## src/rtl/ep_ctx_rmw_engine_pkg.sv

```systemverilog
// Shared types and field layout for the endpoint-context read-modify-write engine.
// Field offsets follow the xHCI endpoint context dwords 0 (state) and 2/3 (dequeue pointer + DCS).
package ep_ctx_rmw_engine_pkg;

  typedef enum logic [2:0] {
    EP_DISABLED = 3'd0,
    EP_RUNNING  = 3'd1,
    EP_HALTED   = 3'd2,
    EP_STOPPED  = 3'd3,
    EP_ERROR    = 3'd4
  } ep_state_t;

  typedef struct packed {
    logic deq;    // write TR dequeue pointer + DCS
    logic state;  // write EP state
  } ctx_op_t;

  localparam int unsigned STATE_LSB   = 0;
  localparam int unsigned DCS_BIT     = 64;
  localparam int unsigned DEQ_LSB     = 68;
  localparam int unsigned SET_EP_TR_W = 74;

  function automatic logic [SET_EP_TR_W-1:0] pack_set_ep_tr(
    input logic        dcs,
    input logic [63:4] deq_hi,
    input logic [4:0]  dci,
    input logic [2:0]  slot_lo,
    input logic        run
  );
    return {dcs, deq_hi, 4'h0, dci, slot_lo, run};
  endfunction

  function automatic logic [127:0] patch_beat0(
    input logic [127:0] beat,
    input ctx_op_t      op,
    input ep_state_t    st,
    input logic         dcs,
    input logic [63:4]  deq_hi
  );
    logic [127:0] b;
    b = beat;
    if (op.state) b[STATE_LSB +: 3] = st;
    if (op.deq) begin
      b[DCS_BIT]       = dcs;
      b[DEQ_LSB +: 60] = deq_hi;
    end
    return b;
  endfunction

endpackage

```

## src/rtl/ep_ctx_rmw_engine_rr_arbiter.sv

```systemverilog
// Round-robin arbiter: search starts one past the last granted requester.
// The pointer only moves on an advance strobe that actually produced a grant.
module rr_arbiter #(
  parameter  int unsigned N  = 2,
  localparam int unsigned IW = (N > 1) ? $clog2(N) : 1
) (
  input  logic          i_clk,
  input  logic          i_rst,
  input  logic [N-1:0]  i_req,
  input  logic          i_advance,
  output logic [N-1:0]  o_grant,
  output logic [IW-1:0] o_idx,
  output logic          o_any
);

  logic [IW-1:0] r_ptr;

  always_comb begin
    o_grant = '0;
    o_idx   = '0;
    o_any   = 1'b0;
    for (int unsigned k = 0; k < N; k++) begin
      int unsigned c;
      c = 32'(r_ptr) + k;
      if (c >= N) c = c - N;
      if (!o_any && i_req[c]) begin
        o_any      = 1'b1;
        o_grant[c] = 1'b1;
        o_idx      = IW'(c);
      end
    end
  end

  always_ff @(posedge i_clk) begin
    if (i_rst) begin
      r_ptr <= '0;
    end else if (i_advance && o_any) begin
      r_ptr <= (32'(o_idx) == N - 1) ? '0 : o_idx + 1'b1;
    end
  end

endmodule

```

## src/rtl/ep_ctx_rmw_engine.sv

```systemverilog
// Endpoint-context RMW engine: arbitrate a client, read its EP context, patch
// state and/or dequeue pointer in beat 0, write it back, mirror dequeue updates on set_ep_tr.
module ep_ctx_rmw_engine
  import ep_ctx_rmw_engine_pkg::*;
#(
  parameter int unsigned N_REQ     = 2,
  parameter int unsigned MAX_SLOTS = 8,
  parameter bit          CTX64     = 1'b0
) (
  input  logic                     i_clk,
  input  logic                     i_rst,
  input  logic [N_REQ-1:0]         i_req_valid,
  input  logic [2*N_REQ-1:0]       i_req_op,
  input  logic [8*N_REQ-1:0]       i_req_slot,
  input  logic [5*N_REQ-1:0]       i_req_dci,
  input  logic [3*N_REQ-1:0]       i_req_state,
  input  logic [64*N_REQ-1:0]      i_req_deq,
  input  logic [N_REQ-1:0]         i_req_dcs,
  output logic [N_REQ-1:0]         o_req_done,
  output logic [N_REQ-1:0]         o_req_err,
  input  logic [64*MAX_SLOTS-1:0]  i_ctx_ptr,
  output logic                     o_rd_req,
  input  logic                     i_rd_ack,
  output logic [63:0]              o_rd_addr,
  output logic [31:0]              o_rd_len,
  input  logic                     i_rd_valid,
  input  logic [127:0]             i_rd_data,
  output logic                     o_wr_req,
  input  logic                     i_wr_ack,
  output logic [63:0]              o_wr_addr,
  output logic [31:0]              o_wr_len,
  output logic                     o_wr_valid,
  input  logic                     i_wr_ready,
  output logic [127:0]             o_wr_data,
  input  logic                     i_wr_cpl,
  output logic [SET_EP_TR_W-1:0]   o_set_ep_tr
);

  localparam int unsigned IW        = (N_REQ > 1) ? $clog2(N_REQ) : 1;
  localparam int unsigned SZ_SHIFT  = CTX64 ? 6 : 5;
  localparam logic [31:0] CTX_LEN   = CTX64 ? 32'd64 : 32'd32;
  localparam logic [1:0]  LAST_BEAT = CTX64 ? 2'd3 : 2'd1;

  localparam logic [3:0] S_IDLE    = 4'd0;
  localparam logic [3:0] S_ARB     = 4'd1;
  localparam logic [3:0] S_CHECK   = 4'd2;
  localparam logic [3:0] S_RD_REQ  = 4'd3;
  localparam logic [3:0] S_RD_DATA = 4'd4;
  localparam logic [3:0] S_MODIFY  = 4'd5;
  localparam logic [3:0] S_WR_REQ  = 4'd6;
  localparam logic [3:0] S_WR_DATA = 4'd7;
  localparam logic [3:0] S_WR_WAIT = 4'd8;
  localparam logic [3:0] S_DONE    = 4'd9;

  logic [3:0]       r_state;
  logic [N_REQ-1:0] r_grant;
  ctx_op_t          r_op;
  logic [7:0]       r_slot;
  logic [4:0]       r_dci;
  ep_state_t        r_ep_state;
  logic [63:4]      r_deq_hi;
  logic             r_dcs;
  logic             r_err;
  logic             r_run;
  logic [63:0]      r_addr;
  logic [1:0]       r_beat;
  logic [127:0]     r_buf [4];

  logic [N_REQ-1:0] w_grant;
  logic [IW-1:0]    w_gidx;
  logic             w_any;
  logic [1:0]       w_g_op;
  logic [7:0]       w_g_slot;
  logic [4:0]       w_g_dci;
  logic [2:0]       w_g_state;
  logic [63:0]      w_g_deq;
  logic             w_g_dcs;
  logic [63:0]      w_base;
  logic [63:0]      w_off;
  logic             w_bad;
  logic             w_unused_deq_lsb;

  rr_arbiter #(.N(N_REQ)) u_arb (
    .i_clk     (i_clk),
    .i_rst     (i_rst),
    .i_req     (i_req_valid),
    .i_advance (r_state == S_ARB),
    .o_grant   (w_grant),
    .o_idx     (w_gidx),
    .o_any     (w_any)
  );

  always_comb begin
    w_g_op    = '0;
    w_g_slot  = '0;
    w_g_dci   = '0;
    w_g_state = '0;
    w_g_deq   = '0;
    w_g_dcs   = 1'b0;
    for (int unsigned k = 0; k < N_REQ; k++) begin
      if (k == 32'(w_gidx)) begin
        w_g_op    = i_req_op[2*k +: 2];
        w_g_slot  = i_req_slot[8*k +: 8];
        w_g_dci   = i_req_dci[5*k +: 5];
        w_g_state = i_req_state[3*k +: 3];
        w_g_deq   = i_req_deq[64*k +: 64];
        w_g_dcs   = i_req_dcs[k];
      end
    end
  end

  assign w_unused_deq_lsb = ^w_g_deq[3:0];

  // Slot ids are 1-based; an out-of-range slot never reaches the address path.
  always_comb begin
    w_base = '0;
    for (int unsigned k = 0; k < MAX_SLOTS; k++) begin
      if (r_slot == 8'(k + 1)) w_base = i_ctx_ptr[64*k +: 64];
    end
  end

  assign w_off = {59'b0, r_dci} << SZ_SHIFT;
  assign w_bad = (r_slot == 8'd0) || (r_slot > 8'(MAX_SLOTS)) ||
                 (r_dci == 5'd0) || (r_op == '0);

  always_ff @(posedge i_clk) begin
    if (i_rst) begin
      r_state    <= S_IDLE;
      r_grant    <= '0;
      r_op       <= '0;
      r_slot     <= '0;
      r_dci      <= '0;
      r_ep_state <= EP_DISABLED;
      r_deq_hi   <= '0;
      r_dcs      <= 1'b0;
      r_err      <= 1'b0;
      r_run      <= 1'b0;
      r_addr     <= '0;
      r_beat     <= '0;
      for (int unsigned i = 0; i < 4; i++) r_buf[i] <= '0;
    end else begin
      r_run <= 1'b0;
      case (r_state)
        S_IDLE: if (|i_req_valid) r_state <= S_ARB;
        S_ARB: begin
          if (w_any) begin
            r_grant    <= w_grant;
            r_op       <= ctx_op_t'(w_g_op);
            r_slot     <= w_g_slot;
            r_dci      <= w_g_dci;
            r_ep_state <= ep_state_t'(w_g_state);
            r_deq_hi   <= w_g_deq[63:4];
            r_dcs      <= w_g_dcs;
            r_state    <= S_CHECK;
          end else begin
            r_state <= S_IDLE;
          end
        end
        S_CHECK: begin
          r_err   <= w_bad;
          r_addr  <= w_base + w_off;
          r_state <= w_bad ? S_DONE : S_RD_REQ;
        end
        S_RD_REQ: begin
          r_beat <= '0;
          if (i_rd_ack) r_state <= S_RD_DATA;
        end
        S_RD_DATA: begin
          if (i_rd_valid) begin
            r_buf[r_beat] <= i_rd_data;
            if (r_beat == LAST_BEAT) r_state <= S_MODIFY;
            else                     r_beat  <= r_beat + 2'd1;
          end
        end
        S_MODIFY: begin
          r_buf[0] <= patch_beat0(r_buf[0], r_op, r_ep_state, r_dcs, r_deq_hi);
          r_beat   <= '0;
          r_state  <= S_WR_REQ;
        end
        S_WR_REQ: if (i_wr_ack) r_state <= S_WR_DATA;
        S_WR_DATA: begin
          if (i_wr_ready) begin
            if (r_beat == LAST_BEAT) r_state <= S_WR_WAIT;
            else                     r_beat  <= r_beat + 2'd1;
          end
        end
        S_WR_WAIT: begin
          if (i_wr_cpl) begin
            r_run   <= r_op.deq;
            r_state <= S_DONE;
          end
        end
        S_DONE: if (!(|(i_req_valid & r_grant))) r_state <= S_IDLE;
        default: r_state <= S_IDLE;
      endcase
    end
  end

  assign o_req_done  = (r_state == S_DONE) ? r_grant : '0;
  assign o_req_err   = (r_state == S_DONE && r_err) ? r_grant : '0;
  assign o_rd_req    = (r_state == S_RD_REQ);
  assign o_rd_addr   = o_rd_req ? r_addr : '0;
  assign o_rd_len    = o_rd_req ? CTX_LEN : '0;
  assign o_wr_req    = (r_state == S_WR_REQ);
  assign o_wr_addr   = o_wr_req ? r_addr : '0;
  assign o_wr_len    = o_wr_req ? CTX_LEN : '0;
  assign o_wr_valid  = (r_state == S_WR_DATA);
  assign o_wr_data   = o_wr_valid ? r_buf[r_beat] : '0;
  assign o_set_ep_tr = r_run ? pack_set_ep_tr(r_dcs, r_deq_hi, r_dci, r_slot[2:0], 1'b1) : '0;

endmodule
```

## config.mk

```make
export PLATFORM = sky130hd
export DESIGN_NAME = ep_ctx_rmw_engine
export DESIGN_NICKNAME = d
export VERILOG_FILES = /design/src/rtl/ep_ctx_rmw_engine_pkg.sv /design/src/rtl/ep_ctx_rmw_engine_rr_arbiter.sv /design/src/rtl/ep_ctx_rmw_engine.sv
export SDC_FILE = /design/constraint.sdc
export NUM_CORES = 1
export LEC_CHECK = 0
export BUFFER_PORTS_ARGS = -buffer_cell sky130_fd_sc_hd__buf_2
export CAP_MARGIN = 40
export CORE_AREA = 4 4 473 475
export DETAILED_ROUTE_END_ITERATION = 8
export DIE_AREA = 0 0 477 479
export MAX_ROUTING_LAYER = met4
export PLACE_DENSITY_LB_ADDON = 0.25
export SETUP_SLACK_MARGIN = 0.3
export SLEW_MARGIN = 20
export SYNTH_ARGS = -nofsm -noshare
export SYNTH_HDL_FRONTEND = slang
export SYNTH_HIERARCHICAL = 1
export SYNTH_SLANG_ARGS = --single-unit
```

## constraint.sdc

```tcl
create_clock -name i_clk -period 9.5 [get_ports i_clk]
set_clock_uncertainty 0.05 [all_clocks]
set_input_delay 1.9 -clock i_clk [delete_from_list [all_inputs] [get_ports i_clk]]
set_output_delay 1.9 -clock i_clk [all_outputs]
set_load 0.005 [all_outputs]
```

# After elaboration in Yosys (flattened, before gate mapping)
# Memory sizes are Yosys's and may differ from the RTL's. A register that Yosys moved wholly into a read port is not among the register bits.
# Cells that the tools add are included.
[op_classes] n_addsub=6 order_cmp=7 n_eq_ne=30 mux=83 bitwise_logic=9 n_reduce_logical=25
[ops] op="$mux 64" n=11
[ops] op="$mux 128" n=2
[ops] op="$mux 60" n=4
[ops] op="$reduce_or 128->1" n=1
[ops] op="$mux 74" n=1
[ops] op="$add 64x10->64" n=1
[ops] op="$ge 32x1->1 const B" n=2
[ops] op="$lt 32x2->1 const B" n=2
[ops] op="$mux 32" n=2
[ops] op="$mux 61" n=1
[ops] op="$mux 4" n=10
[ops] op="$pmux 4 s10" n=1
[ops] op="$eq 8x3->1 const B" n=4
[ops] op="$ge 32x2->1 const B" n=1
[ops] op="$sub 32x2->32 const B" n=1
[ops] op="$mux 1" n=25
[ops] op="$mux 2" n=12
[ops] op="$mux 3" n=6
[ops] op="$eq 4x3->1 const B" n=4
[ops] op="$eq 8x2->1 const B" n=2
[ops] op="$mux 6" n=2
[ops] op="$mux 5" n=2
[ops] op="$ne 2x2->1 const B" n=5
[ops] op="$reduce_and 9->1" n=1
[ops] op="other kinds (34)" n=57
[totals] register_bits=154 mem_bits_rw=512 input_bits=815 output_inout_bits=401 mem_count=1
[memory_table] name="r_buf" words=4 width=128 read_ports=1 rd_ports_with_merged_regs=1 write_ports=4 line_no="ep_ctx_rmw_engine.sv:67" rtl="logic [127:0] r_buf [4];"

# Depth between registers and ports, before layout
# Gate-level depths: netlist of the first run.
[depth] depth_word=10 ltp_mapped=26 mapped_depth_nobuf=16

# Cells and area by module
# Netlist of the first run, hierarchy kept.
[by_module_without_submodules] mod="ep_ctx_rmw_engine" instances=1 cells_per_inst=3370 area_each_um2=36392.4 seq_area_each_um2=18477.7
[by_module_without_submodules] mod="rr_arbiter" instances=1 cells_per_inst=9 area_each_um2=78.8 seq_area_each_um2=20.0

# Least setup slack after synthesis of the first run
# OpenSTA, ideal clock, no wires.
[synth_timing] kind="input port to flip-flop" start="input port i_rd_valid" end="memory r_buf[1][10] (enable)" setup_time_ns=0.574 t_arrival_ns=7.039 required_ns=8.876 slack_ns=1.837 path_stages=4 path_buffers=1 path_cell_list="nand2_1 or4_1 clkbuf_1 o21ai_0"
[synth_lines] element="from (decl)" line_no="ep_ctx_rmw_engine.sv:26" rtl="input logic i_rd_valid,"
[synth_lines] element="to (decl)" line_no="ep_ctx_rmw_engine.sv:67"

# Worst setup path after layout of the first run
[layout_timing] start="register r_slot[1]" end="register r_addr[60]"
[layout_via] elab_chain_len=10
[layout_lines] element="from (decl)" line_no="ep_ctx_rmw_engine.sv:58" rtl="logic [7:0] r_slot;"
[layout_lines] element="from (signal assigned)" line_no="ep_ctx_rmw_engine.sv:149" rtl="r_slot <= w_g_slot;"
[layout_lines] element="$eq 8x1->1" line_no="ep_ctx_rmw_engine.sv:118" rtl="if (r_slot == 8'(k + 1)) w_base = i_ctx_ptr[64*k +: 64];"
[layout_lines] element="$mux 64 (7 in series)" line_no="ep_ctx_rmw_engine.sv:118"
[layout_lines] element="$mux 64 *" line_no="ep_ctx_rmw_engine.sv:118"
[layout_lines] element="$add 64x10->64 *" line_no="ep_ctx_rmw_engine.sv:161" rtl="r_addr <= w_base + w_off;"
[layout_lines] element="to (signal assigned)" line_no="ep_ctx_rmw_engine.sv:161"
[layout_lines] element="to (decl)" line_no="ep_ctx_rmw_engine.sv:65" rtl="logic [63:0] r_addr;"
# Mark *: on every way between the ends. The rest lies on a longest branch, timed or not.
# A chain may end at the register's enable or synchronous reset.

==> results of run 1 <==
state kept, by name (all words and copies together), names as in the netlist, 3 cells and up, named ones only:
register / cells
r_dci: 5
r_state: 4
r_buf: 512
r_ep_state: 3
r_addr: 64
r_slot: 8
r_deq_hi: 60
metal layers:
| layer | global-route usage | part of all wire | up-vias | wire [um] |
|---|---|---|---|---|
| met5 | - | 0 | - | 0 |
| met4 | 0.0548 | 0.035 | 0 | 7090 |
| met3 | 0.0287 | 0.054 | 270 | 11000 |
| met2 | 0.303 | 0.51 | 1328 | 103000 |
| met1 | 0.207 | 0.40 | 15900 | 82400 |
| li1 | - | - | 14300 | - |
kinds of logic after synthesis:
group | Yosys count | share of synthesized area
multiplexers | 336 | 0.142
buffers and inverters | 493 | 0.0596
other | 1 | 0.000103
AO/OA/AOI/OAI | 526 | 0.104
XOR/XNOR | 26 | 0.00624
AND/OR/NAND/NOR | 1323 | 0.178
adder cells (fa/ha/maj) | 6 | 0.00226
flip-flops | 668 | 0.507
metrics by stage:
step	std cells	util	instance area [um2]	total power, mW
CTS	7369	0.221	48500	8.95
detailed placement	7214	0.208	45600	5.57
global route	7404	0.222	48600	9.18
global placement	7187	0.206	45200	5.52
finish	7417	0.222	48600	8.79
floorplan	3444	-	36700	4.55
layout by cell type, fill, tap and decap left out, types with 14 or more instances in the layout:
| cell type | n |
|---|---|
| sky130_fd_sc_hd__clkinv_1 | 15 |
| sky130_fd_sc_hd__o21ai_0 | 59 |
| sky130_fd_sc_hd__a211oi_1 | 112 |
| sky130_fd_sc_hd__clkbuf_1 | 19 |
| sky130_fd_sc_hd__buf_4 | 84 |
| sky130_fd_sc_hd__nor3_1 | 50 |
| sky130_fd_sc_hd__o2bb2ai_1 | 21 |
| sky130_fd_sc_hd__a221oi_1 | 34 |
| sky130_fd_sc_hd__mux2_2 | 48 |
| sky130_fd_sc_hd__conb_1 | 66 |
| sky130_fd_sc_hd__buf_2 | 1147 |
| sky130_fd_sc_hd__nand2_1 | 183 |
| sky130_fd_sc_hd__clkbuf_16 | 85 |
| sky130_fd_sc_hd__dfxtp_1 | 150 |
| sky130_fd_sc_hd__diode_2 | 47 |
| sky130_fd_sc_hd__o211ai_1 | 16 |
| sky130_fd_sc_hd__nand3_1 | 26 |
| sky130_fd_sc_hd__inv_1 | 143 |
| sky130_fd_sc_hd__nand4_1 | 16 |
| sky130_fd_sc_hd__a22oi_1 | 101 |
| sky130_fd_sc_hd__mux4_2 | 141 |
| sky130_fd_sc_hd__and2_1 | 329 |
| sky130_fd_sc_hd__edfxtp_1 | 512 |
| sky130_fd_sc_hd__a21oi_1 | 61 |
| sky130_fd_sc_hd__xnor2_1 | 14 |
| sky130_fd_sc_hd__or4_1 | 16 |
| sky130_fd_sc_hd__and3_1 | 14 |
| sky130_fd_sc_hd__mux2i_1 | 147 |
| sky130_fd_sc_hd__nor2_1 | 561 |
path summary, 6_finish.rpt:
check / cells after the start / slack, ps / endpoint / from
min: 2 / 430 / r_addr[9] / r_addr[9]
min reg2reg: 2 / 430 / r_addr[9] / r_addr[9]
max: 10 / 3760 / r_addr[60] / r_slot[1]
max reg2reg: 10 / 3760 / r_addr[60] / r_slot[1]
worst max-delay path, stage by stage, from the launching register on:
cell and delay, ps:
sky130_fd_sc_hd__dfxtp_4 810, sky130_fd_sc_hd__nor2b_4 630, sky130_fd_sc_hd__buf_4 480, sky130_fd_sc_hd__a221oi_1 170
sky130_fd_sc_hd__a311oi_1 800, sky130_fd_sc_hd__a221oi_1 230, sky130_fd_sc_hd__or4b_4 650, sky130_fd_sc_hd__nor4_4 670
sky130_fd_sc_hd__nand3_2 420, sky130_fd_sc_hd__or4_1 580, sky130_fd_sc_hd__nand3_1 90
final cells by class:
| type | instances | area, um2 |
|---|---|---|
| clock buffer | 108 | 2250 |
| antenna | 47 | 118 |
| tap | 2871 | 3590 |
| sequential | 668 | 18500 |
| inverter | 146 | 548 |
| multi-input combinational | 2283 | 16200 |
| timing repair buffer | 1247 | 6740 |
| fill | 24100 | 171000 |
| clock inverter | 47 | 608 |
power breakdown:
group	internal (mW)	total (mW)	leakage [nW]	switching, mW
clock	1.92	3.31	1.37	1.39
combinational	0.702	1.95	11.6	1.25
sequential	3.32	3.52	6.46	0.197
==> results by stage, run 1 <==
STA:
- The post-route setup TNS is 0 ps.
- In this run the tightest slew margin relative to its limit is 0.259.
- The number of pins with negative max-slew slack in the final report is 0.
- Setup slack closes at 3760 ps.
- The final-report hold violation count is 0.
- The final worst-path cycle share is 0.605.
- Setup violations remaining at the end of the flow were counted as 0.
- The final critical path time including I/O delays and setup is 5740 ps.
- The worst-case hold slack is ~430 ps.
- Timing would allow up to between 150 and 200 MHz.
- For the pin with the worst max-slew slack, the measured transition is 1110 ps.
- Setup repair after global routing left no endpoint under its margin.

Detailed routing:
- The number of DRC markers in iteration 0 is around 2.5k.
- In the routed design, unresolved DRC markers number 0.
- The total routed wirelength is between 200000 and 250000 um.
- Dividing the detail-routed via count by the number of cells gives about 4.3.
- The detailed router placed ~32k vias in this run.
- In the final routed layout, each cell accounts on average for between 20 and 30 um.
- In this run the remaining antenna-violating nets after routing total 0.
- The first detailed-routing pass took 7 iterations.

Logic synthesis:
- Counting instances in the post-synthesis netlist gives the leading cell types as 566 x sky130_fd_sc_hd__nor2_1, 512 x sky130_fd_sc_hd__edfxtp_1, 330 x sky130_fd_sc_hd__and2_1.
- In the post-synthesis netlist, the cell with the most instances is sky130_fd_sc_hd__nor2_1.
- The share of synthesized area in the top cell type comes to 0.422.
- The Yosys step of the flow raised 6 warnings.
- The synthesized area per cell is between 10 and 15 um2.
- Yosys mapped a number of flops with a built-in enable equal to roughly 500.
- The synthesized design contains roughly 670 register bits.
- Yosys mapped the design onto 85 distinct sky130hd cell types.
- By area the synthesized netlist is led by sky130_fd_sc_hd__edfxtp_1 42%, sky130_fd_sc_hd__mux4_2 8.7%, sky130_fd_sc_hd__dfxtp_1 8.6%.
- The count of mapped cells out of synthesis is ~3.4k.
- Summing every instance area after synthesis gives roughly 36000 um2.
- After synthesis, the share of flip-flops with an asynchronous set or reset is 0.
- For this run, the register share of the synthesized area comes to 0.507.
- The dominant register cell in the synthesized netlist is sky130_fd_sc_hd__edfxtp_1.
- The synthesized design spends more area on one cell type than any other, namely sky130_fd_sc_hd__edfxtp_1.

Clocking:
- The number of clock sinks seen by CTS is approximately 670.
- The register clock-pin slew on the reported worst setup and hold paths is ~60 ps.
- The longest clock path from root to sink contains 3 buffers.
- The number of hold-repair buffers added at the cts stage is 0.
- Buffers inserted during clock tree synthesis total 85.
- The H-tree generated during clock tree synthesis spans 3 levels.
- The total of cells resized after clock tree synthesis is 0.
- The master cell of the clock root buffer is sky130_fd_sc_hd__clkbuf_16.
- The post-CTS setup buffer count is 0.
- The TritonCTS clock tree is yes.
- At the later pin of the worst-skew pair, clock insertion delay measures roughly 700 ps.

Floorplanning:
- In this run the vertical extent of the chip is approximately 480 um.
- The area of the die is approximately 230000 um2.
- After floorplanning, the core was sized to cover ~220000 um2.
- The initial utilization of the core area, before any placement, comes to 0.166.
- From left edge to right edge, the die measures roughly 480 um.
- around 1.2k I/O pins were placed.
- The initialized floorplan defines 172 standard-cell rows.

Global routing:
- For this run, the total global-route usage over all layers was measured as 0.175.
- The global route total overflow is 0.
- The via count of the first global-routing pass was 31.8k.
- The pin count of the biggest net entering global routing is 120.
- The number of antenna violations at the first check in global routing is slightly below 80.
- The first global-routing pass estimated 272000 um of wire.

Setup path:
- The category of the most critical setup path is flip-flop to flip-flop.
- The sort of element at the start of the critical path is a flip-flop.
- The biggest fanout along the worst timing path is 45.
- The capturing element type of the critical path is a flip-flop.
- The critical path arrival is roughly 6300 ps.
- For the worst setup path, the data required time is roughly 10000 ps.

Place:
- The count of input and output buffers is 1141.
- Prior to clock tree synthesis, the placed netlist has a worst setup slack of approximately 3800 ps.
- At the end of routability-driven placement, the weighted congestion stood at 0.938.
- The HPWL after detailed placement is 159000 um.

Status:
- The run finished with clean final reports.

Min path:
- In this run the worst hold path is classified as flip-flop to flip-flop.

Cells and area:
- Compared with the post-synthesis result, the final layout area differs by 33.3%.
- In the final layout, the share of cells above drive strength 1 is 0.360.
- The final layout contains ~5.3k nets.

Power and ir drop:
- The areal power density over the cells is ~180 nW/um2.
- The worst-case IR drop observed on VDD is 0.125 mV.
- The cell leakage power is ~19 nW.

Run:
- Across the run, the number of max-cap violations was 0.
(Power assumes the default switching activity.)
==> run 2: changes to the inputs <==
clock period = 5.07 ns   (was 9.5 ns; I/O delays follow)
==> run 2 against run 1 <==
Final area rose by 1.1%. Critical path type unchanged. Largest cell class unchanged. Highest routed layer unchanged. Critical path depth rose by 2. Sequential power rose by 86%. Critical endpoint is now r_addr[54]. Register-to-register slack got worse by 3200 ps. Power rose by 87%. Routed wire length rose by 1.4%.
==> results by stage, run 2 (synthesized netlist as in run 1, its figures left out) <==
Global routing:
- The global-route wire length before repair was 276000 um (+1.5%).
- The pin count of the biggest net entering global routing is 87 (-28%).
- The via count of the first global-routing pass came to 32.1k (+0.94%).
- The global route total overflow was 0 (unchanged).
- The global router's overall resource usage was 0.177 (+0.00236).
- The number of antenna violations at the first check in global routing was 76 (-1.3%).

Power and ir drop:
- The portion of total power attributed to combinational logic is 0.228 (+0.006).
- The power consumption is 16.4 mW (+87%).
- The net load switching power came to 5.27 mW (+86%).
- The share of total power in the clock network was 0.372 (-0.005).
- The switching power share of the total is 0.321 (-0.00231).
- The cell leakage power is 19.7 nW (+1.6%).
- The areal power density over the cells is 335 nW/um2 (+85%).
- The internal power component came to 11.2 mW (+88%).
- The maximum vdd ir drop is 0.235 mV (+88%).
- The sequential cell fraction of total power is 0.399 (-0.002).

Detailed routing:
- The number of DRC markers in iteration 0 is 2647 (+5.9%).
- The wire length on met2 is 105000 um (+2.1%).
- The total routed wirelength is 207000 um (+1.4%).
- The via count of the routed design is 32.2k (+1.1%).
- The highest signal layer in the routed design is met4.
- The routed length on met1 is 83500 um (+1.4%).
- The DRC violations left is 0 (unchanged).
- The average via count per standard cell is 4.31 (+0.42%).
- The remaining antenna violation count after routing is 0 (unchanged).
- The routed length on met3 is 10600 um (-3.5%).
- The number of detailed-route iterations in the first pass came to 5 (-2).
- The average wire per standard cell is 27.7 um (+0.67%).

STA:
- The final-report hold violation count came to 0 (unchanged).
- The worst setup margin is 526 ps (-3230 ps).
- The total of endpoints with negative setup slack in the final report is 0 (unchanged).
- The worst-case hold slack is 426 ps (-0.255 ps).
- The highest clock rate was 220 MHz (+26%).
- The post-route setup TNS came to 0 ps (unchanged).
- The normalized max-slew margin was 0.240 (-0.0188).
- The final worst-path cycle share is 0.896 (+0.292).
- The transition time at the pin with the least slew margin was 1140 ps (+28.2 ps).
- The number of pins with negative max-slew slack in the final report was 0 (unchanged).
- Setup repair after global routing left no endpoint under its margin.
- The final critical path time including I/O delays and setup is 4540 ps (-1200 ps).

Min path:
- The class of the most critical hold timing path is flip-flop to flip-flop.
- The startpoint of the most critical hold path is r_addr[22].
- The number of stages on the worst hold path is 2 (unchanged).

Cells and area:
- The area used by multi-input combinational logic was 16300 um2 (+0.28%).
- The number of flip-flops in the largest register is 512 (unchanged).
- The largest registers in the layout are r_buf: 512 flops, r_addr: 64 flops, r_deq_hi: 60 flops.
- The count of placed standard cells in the final layout, fillers left out is 7468 (+0.69%).
- The net count of the finished layout is 5305 (+1.0%).
- The number of inserted filler cells in the final layout was 23.9k (-0.74%).
- The share of cells above drive strength 1 is 0.368 (+0.00781).
- The top cell types in the final layout, fill and taps aside, are 1141 x sky130_fd_sc_hd__buf_2, 561 x sky130_fd_sc_hd__nor2_1, 512 x sky130_fd_sc_hd__edfxtp_1.
- The area occupied by registers is 18500 um2 (unchanged).
- The register with the highest flop count is r_buf.
- The signed area change from the synthesized netlist to the final layout is 34.7%.
- Leaving out fill and tap cells, the most frequent cell in the layout is sky130_fd_sc_hd__buf_2.

Floorplanning:
- The effective utilization at floorplan is 0.166 (unchanged).
- The die outline width came to 477 um (unchanged).
- The area of the core was 219000 um2 (unchanged).
- The area of the die is 228000 um2 (unchanged).
- The count of standard-cell rows came to 172 (unchanged).
- The height of the chip came to 479 um (unchanged).
- The number of top-level pins is 1216 (unchanged).

Clocking:
- The clock latency on the worst-skew pair is 720 ps (+20 ps).
- The TritonCTS clock tree is yes.
- The number of clock sinks seen by CTS is 668 (unchanged).
- The number of hold-repair buffers added at the cts stage is 0 (unchanged).
- The deepest clock path buffer count is 3 (unchanged).
- The tree is rooted in a sky130_fd_sc_hd__clkbuf_16.
- The number of clock buffers inserted by TritonCTS is 84 (-1.2%).
- The register clock-pin slew on the reported worst setup and hold paths is 60 ps (about the same).
- The H-tree depth reported by CTS is 3 (unchanged).

Setup path:
- The largest delay contributor family on the critical path is simple AND/OR/NAND/NOR gates.
- The required time of the critical path is 5590 ps (-4480 ps).
- Tracing the worst setup path back leads to its startpoint at r_slot[1].
- For this design, the slowest cell found on the critical path is sky130_fd_sc_hd__or4b_4.
- The total stage count of the critical path is 12 (+2).
- Traced cell by cell, the critical path runs through buf_12, buf_4, and3_1, nand2_1, a31o_2, o211a_1, or4b_4, nor3_1, buf_4, nand4b_1, and3_1, a311o_1.
- The capturing element type of the critical path is a flip-flop.
- The reg-to-reg critical path startpoint is r_slot[1].
- STA classifies the critical path startpoint as a flip-flop.
- The critical path arrival is 5070 ps (-1250 ps).
- The number of buffers and inverters on the critical path came to 3 (+2).
- The biggest fanout along the worst timing path is 86 (+91%).
- The peak per-stage delay on the critical path is 600 ps (-210 ps).
- The worst reg-to-reg path cell count is 12 (+2).
- The worst setup path is of the flip-flop to flip-flop kind.

Place:
- The final weighted congestion in routability-driven placement is 0.954 (+1.7%).
- The placement-stage worst setup slack is 78.4 ps (-3700 ps).
- The count of input and output buffers was 1141 (unchanged).
- The total placed cells including tap cells came to 7260 (+0.64%).
- The HPWL after detailed placement came to 165000 um (+3.4%).

Run:
- The max-capacitance violation count is 0 (unchanged).

Status:
- The run finished with clean final reports.
[run 2: tightest hold or removal path: stages (launching register included)]
cell and delay, ps:
sky130_fd_sc_hd__dfxtp_1 320, sky130_fd_sc_hd__nand2_1 60, sky130_fd_sc_hd__a21oi_1 50
[run 2: final timing paths]
check,endpoint,slack (ps)
max,r_addr[54],530
min reg2reg,r_addr[22],430
min,r_addr[22],430
max reg2reg,r_addr[54],530
[run 2: layout make-up]
cell class                 count  area share
timing repair buffer        1301       0.148
inverter                     146      0.0112
clock inverter                42      0.0114
multi-input combinational   2283       0.332
clock buffer                 113      0.0460
sequential                   668       0.377
tap                         2871      0.0731
antenna                       44     0.00224
[run 2: power groups by stage]
stage          combinational [mW]  clock (mW)  sequential (mW)
2_1_floorplan                2.07           0             6.46
3_3_place_gp                 3.73           0             6.68
3_5_place_dp                 3.77           0             6.69
4_1_cts                      3.78        6.36             6.58
5_1_grt                      4.00        6.55             6.61
6_report                     3.75        6.12             6.56
[run 2: timing repair]
action / in CTS / in global routing
buffers inserted: 1 / 3
setup endpoints to repair: 15 / 11
gates resized for setup: 1 / 3
pin swaps: 1 / 2
[run 2: routing by layer]
| metal | global-route usage | vias to the layer above |
|---|---|---|
| met1 | 0.209 | 16100 |
| met2 | 0.308 | 1334 |
| met3 | 0.0289 | 253 |
| met5 | - | - |
| li1 | - | 14400 |
| met4 | 0.0579 | 0 |
[run 2: metrics by stage]
step | instance area [um2] | utilization
after floorplan | 36800 | -
after global placement | 45900 | 0.209
after detailed placement | 46100 | 0.210
after CTS | 48900 | 0.223
after global routing | 49100 | 0.224
final | 49100 | 0.224
==> run 3: changes to the inputs <==
CORE_AREA = 2 2 471 473   (was 4 4 473 475)
DIE_AREA = 0 0 473 475   (was 0 0 477 479)
==> run 3 against run 2 <==
Utilization is essentially flat. Clock power up 2%. First-iteration DRC count fell by 9.2%. Maximum frequency grew 0.92%. Combinational power about the same. Highest routed layer unchanged. Worst hold slack better by 23 ps. Die area shrank 1.7%. Largest cell class unchanged. Critical path type unchanged.
==> results by stage, run 3 (synthesized netlist as in run 1, its figures left out) <==
Detailed routing:
- The number of detailed-route iterations in the first pass is 6 (+1).
- The average via count per standard cell is 4.29 (-0.34%).
- The DRC violations left was 0 (unchanged).
- The average wire per standard cell is 26.8 um (-3.0%).
- The via count of the routed design was 32.0k (-0.59%).
- The number of DRC markers in iteration 0 is 2403 (-9.2%).
- The total routed wirelength is 200000 um (-3.2%).
- The remaining antenna violation count after routing was 0 (unchanged).

Setup path:
- Walking the worst path, the cells encountered are buf_4, buf_12, or2_2, a2bb2oi_1, a221oi_1, a31oi_1, nand4_1, or4_4, or4_1, xor2_1, o22ai_1.
- The capturing element type of the critical path is a flip-flop.
- The peak per-stage delay on the critical path is 720 ps (+120 ps).
- The critical path arrival is 5070 ps (about the same).
- The number of buffers and inverters on the critical path is 2 (-1).
- The biggest fanout along the worst timing path is 90 (+4.7%).
- The critical path in this run is classified as flip-flop to flip-flop.
- The required time of the critical path is 5640 ps (+50 ps).
- The slowest stage of the critical path is the sky130_fd_sc_hd__or4_4 cell.
- The worst setup path is launched from a flip-flop.
- The largest delay contributor family on the critical path is simple AND/OR/NAND/NOR gates.

STA:
- The final critical path time including I/O delays and setup came to 4500 ps (-41.4 ps).
- The number of pins with negative max-slew slack in the final report came to 0 (unchanged).
- The final worst-path cycle share is 0.888 (-0.00817).
- The worst setup margin is 567 ps (+41.4 ps).
- Setup repair after global routing left no endpoint under its margin.
- The transition time at the pin with the least slew margin is 1030 ps (-111 ps).
- The total of endpoints with negative setup slack in the final report is 0 (unchanged).
- The post-route setup TNS is 0 ps (unchanged).
- The highest clock rate was 222 MHz (+0.92%).
- The normalized max-slew margin was 0.314 (+0.0737).
- The final-report hold violation count is 0 (unchanged).

Power and ir drop:
- The areal power density over the cells is 337 nW/um2 (+0.86%).
- The switching power share of the total is 0.322 (+0.000688).
- The internal power component is 11.2 mW (+0.49%).
- The net load switching power is 5.32 mW (+0.81%).
- The portion of total power attributed to combinational logic is 0.228 (about the same).
- The maximum vdd ir drop is 0.240 mV (+2.0%).
- The sequential cell fraction of total power is 0.396 (-0.003).
- The cell leakage power is 19.7 nW (-0.42%).
- The share of total power in the clock network is 0.376 (+0.004).

Run:
- The max-capacitance violation count is 0 (unchanged).

Clocking:
- The H-tree depth reported by CTS was 3 (unchanged).
- The master cell of the clock root buffer is sky130_fd_sc_hd__clkbuf_16.
- The TritonCTS clock tree is yes.
- The number of hold-repair buffers added at the cts stage is 0 (unchanged).
- The register clock-pin slew on the reported worst setup and hold paths came to 60 ps (about the same).
- The number of clock sinks seen by CTS came to 668 (unchanged).
- The clock latency on the worst-skew pair is 710 ps (about the same).
- The number of clock buffers inserted by TritonCTS is 86 (+2.4%).
- The deepest clock path buffer count came to 3 (unchanged).

Global routing:
- The global route total overflow came to 0 (unchanged).
- The via count of the first global-routing pass is 31.6k (-1.6%).
- The global router's overall resource usage is 0.175 (-0.00236).
- The number of antenna violations at the first check in global routing is 75 (-1.3%).
- The global-route wire length before repair was 266000 um (-3.7%).
- The pin count of the biggest net entering global routing came to 140 (+61%).

Place:
- The placement-stage worst setup slack was 246 ps (+168 ps).
- The HPWL after detailed placement is 156000 um (-5.5%).
- The final weighted congestion in routability-driven placement came to 0.930 (-2.5%).
- The count of input and output buffers is 1141 (unchanged).

Floorplanning:
- The count of standard-cell rows is 172 (unchanged).
- The area of the die is 225000 um2 (-1.7%).
- The die outline width was 473 um (-0.84%).
- The area of the core is 219000 um2 (about the same).
- The height of the chip is 475 um (-0.84%).
- The effective utilization at floorplan was 0.166 (about the same).
- The number of top-level pins is 1216 (unchanged).

Cells and area:
- The share of cells above drive strength 1 is 0.365 (-0.00243).
- In the layout the commonest cells are 1144 x sky130_fd_sc_hd__buf_2, 561 x sky130_fd_sc_hd__nor2_1, 512 x sky130_fd_sc_hd__edfxtp_1.
- The register with the highest flop count is r_buf.
- The number of inserted filler cells in the final layout is 24.1k (+0.53%).
- The net count of the finished layout is 5286 (-0.36%).
- The largest registers in the layout are r_buf: 512 flops, r_addr: 64 flops, r_deq_hi: 60 flops.
- The number of flip-flops in the largest register came to 512 (unchanged).
- Leaving out fill and tap cells, the most frequent cell in the layout is sky130_fd_sc_hd__buf_2.
- The signed area change from the synthesized netlist to the final layout is 34.4%.

Status:
- The run finished with clean final reports.

Min path:
- The class of the most critical hold timing path is flip-flop to flip-flop.
-- run 3: changes by cell type in the layout (fill, tap and decap cells not counted), sizes merged --
cell / before / now
clkbuf: 115 / 111
clkdlybuf4s15: 1 / 0
buf: 1298 / 1280
clkinv: 32 / 30
clkinvlp: 1 / 4
inv: 148 / 151
-- run 3: final timing paths --
path | startpoint | cells after the start | slack (ps) | endpoint
worst max register to register | r_slot[1] | 11 | 570 | r_addr[33]
worst min-delay path | r_addr[27] | 2 | 450 | r_addr[27]
worst min register to register | r_addr[27] | 2 | 450 | r_addr[27]
worst max-delay path | r_slot[1] | 11 | 570 | r_addr[33]
-- run 3: worst min-delay path, cell delays in order (launching register included) --
cell	delay (ps)
sky130_fd_sc_hd__dfxtp_1	320
sky130_fd_sc_hd__nand2_1	60
sky130_fd_sc_hd__o22ai_1	70
-- run 3: power groups by stage --
stage / sequential [mW] / clock, mW / combinational [mW]
3_3_place_gp: 6.69 / 0 / 3.76
3_5_place_dp: 6.68 / 0 / 3.82
2_1_floorplan: 6.46 / 0 / 2.07
6_report: 6.55 / 6.22 / 3.77
5_1_grt: 6.59 / 6.63 / 4.04
4_1_cts: 6.56 / 6.42 / 3.84
-- run 3: cell type report --
| class | count | area (um2) | area share |
|---|---|---|---|
| repair buffers | 1280 | 7140 | 0.146 |
| well taps | 2871 | 3590 | 0.0733 |
| diodes | 44 | 110 | 0.00225 |
| clock buffers | 111 | 2290 | 0.0466 |
| flip-flops and latches | 668 | 18500 | 0.378 |
| multi-input cells | 2283 | 16300 | 0.332 |
| inverters | 146 | 548 | 0.0112 |
| clock inverters | 46 | 541 | 0.0110 |
-- run 3: layer usage --
layer / global-route usage / vias up / share of wire
met3: 0.0315 / 249 / 0.056
li1: - / 14400 / -
met5: - / - / 0
met2: 0.301 / 1320 / 0.51
met1: 0.205 / 16000 / 0.40
met4: 0.0600 / 0 / 0.033
-- run 3: repair_timing --
action	4_1_cts	5_1_grt
endpoints found under the setup margin	2	2
buffers inserted	1	0
gates resized for setup	0	1
pin swaps	1	0
gates cloned	0	0
-- run 3: stage by stage --
stage	cells	instance area (um2)	power [mW]	hold slack, ps	utilization
CTS	7405	48900	16.8	399	0.223
floorplan	3444	36800	8.53	386	-
detailed placement	7247	46100	10.5	436	0.210
finish	7449	49000	16.5	449	0.224
global route	7445	49000	17.3	443	0.224
global placement	7230	45800	10.4	421	0.209
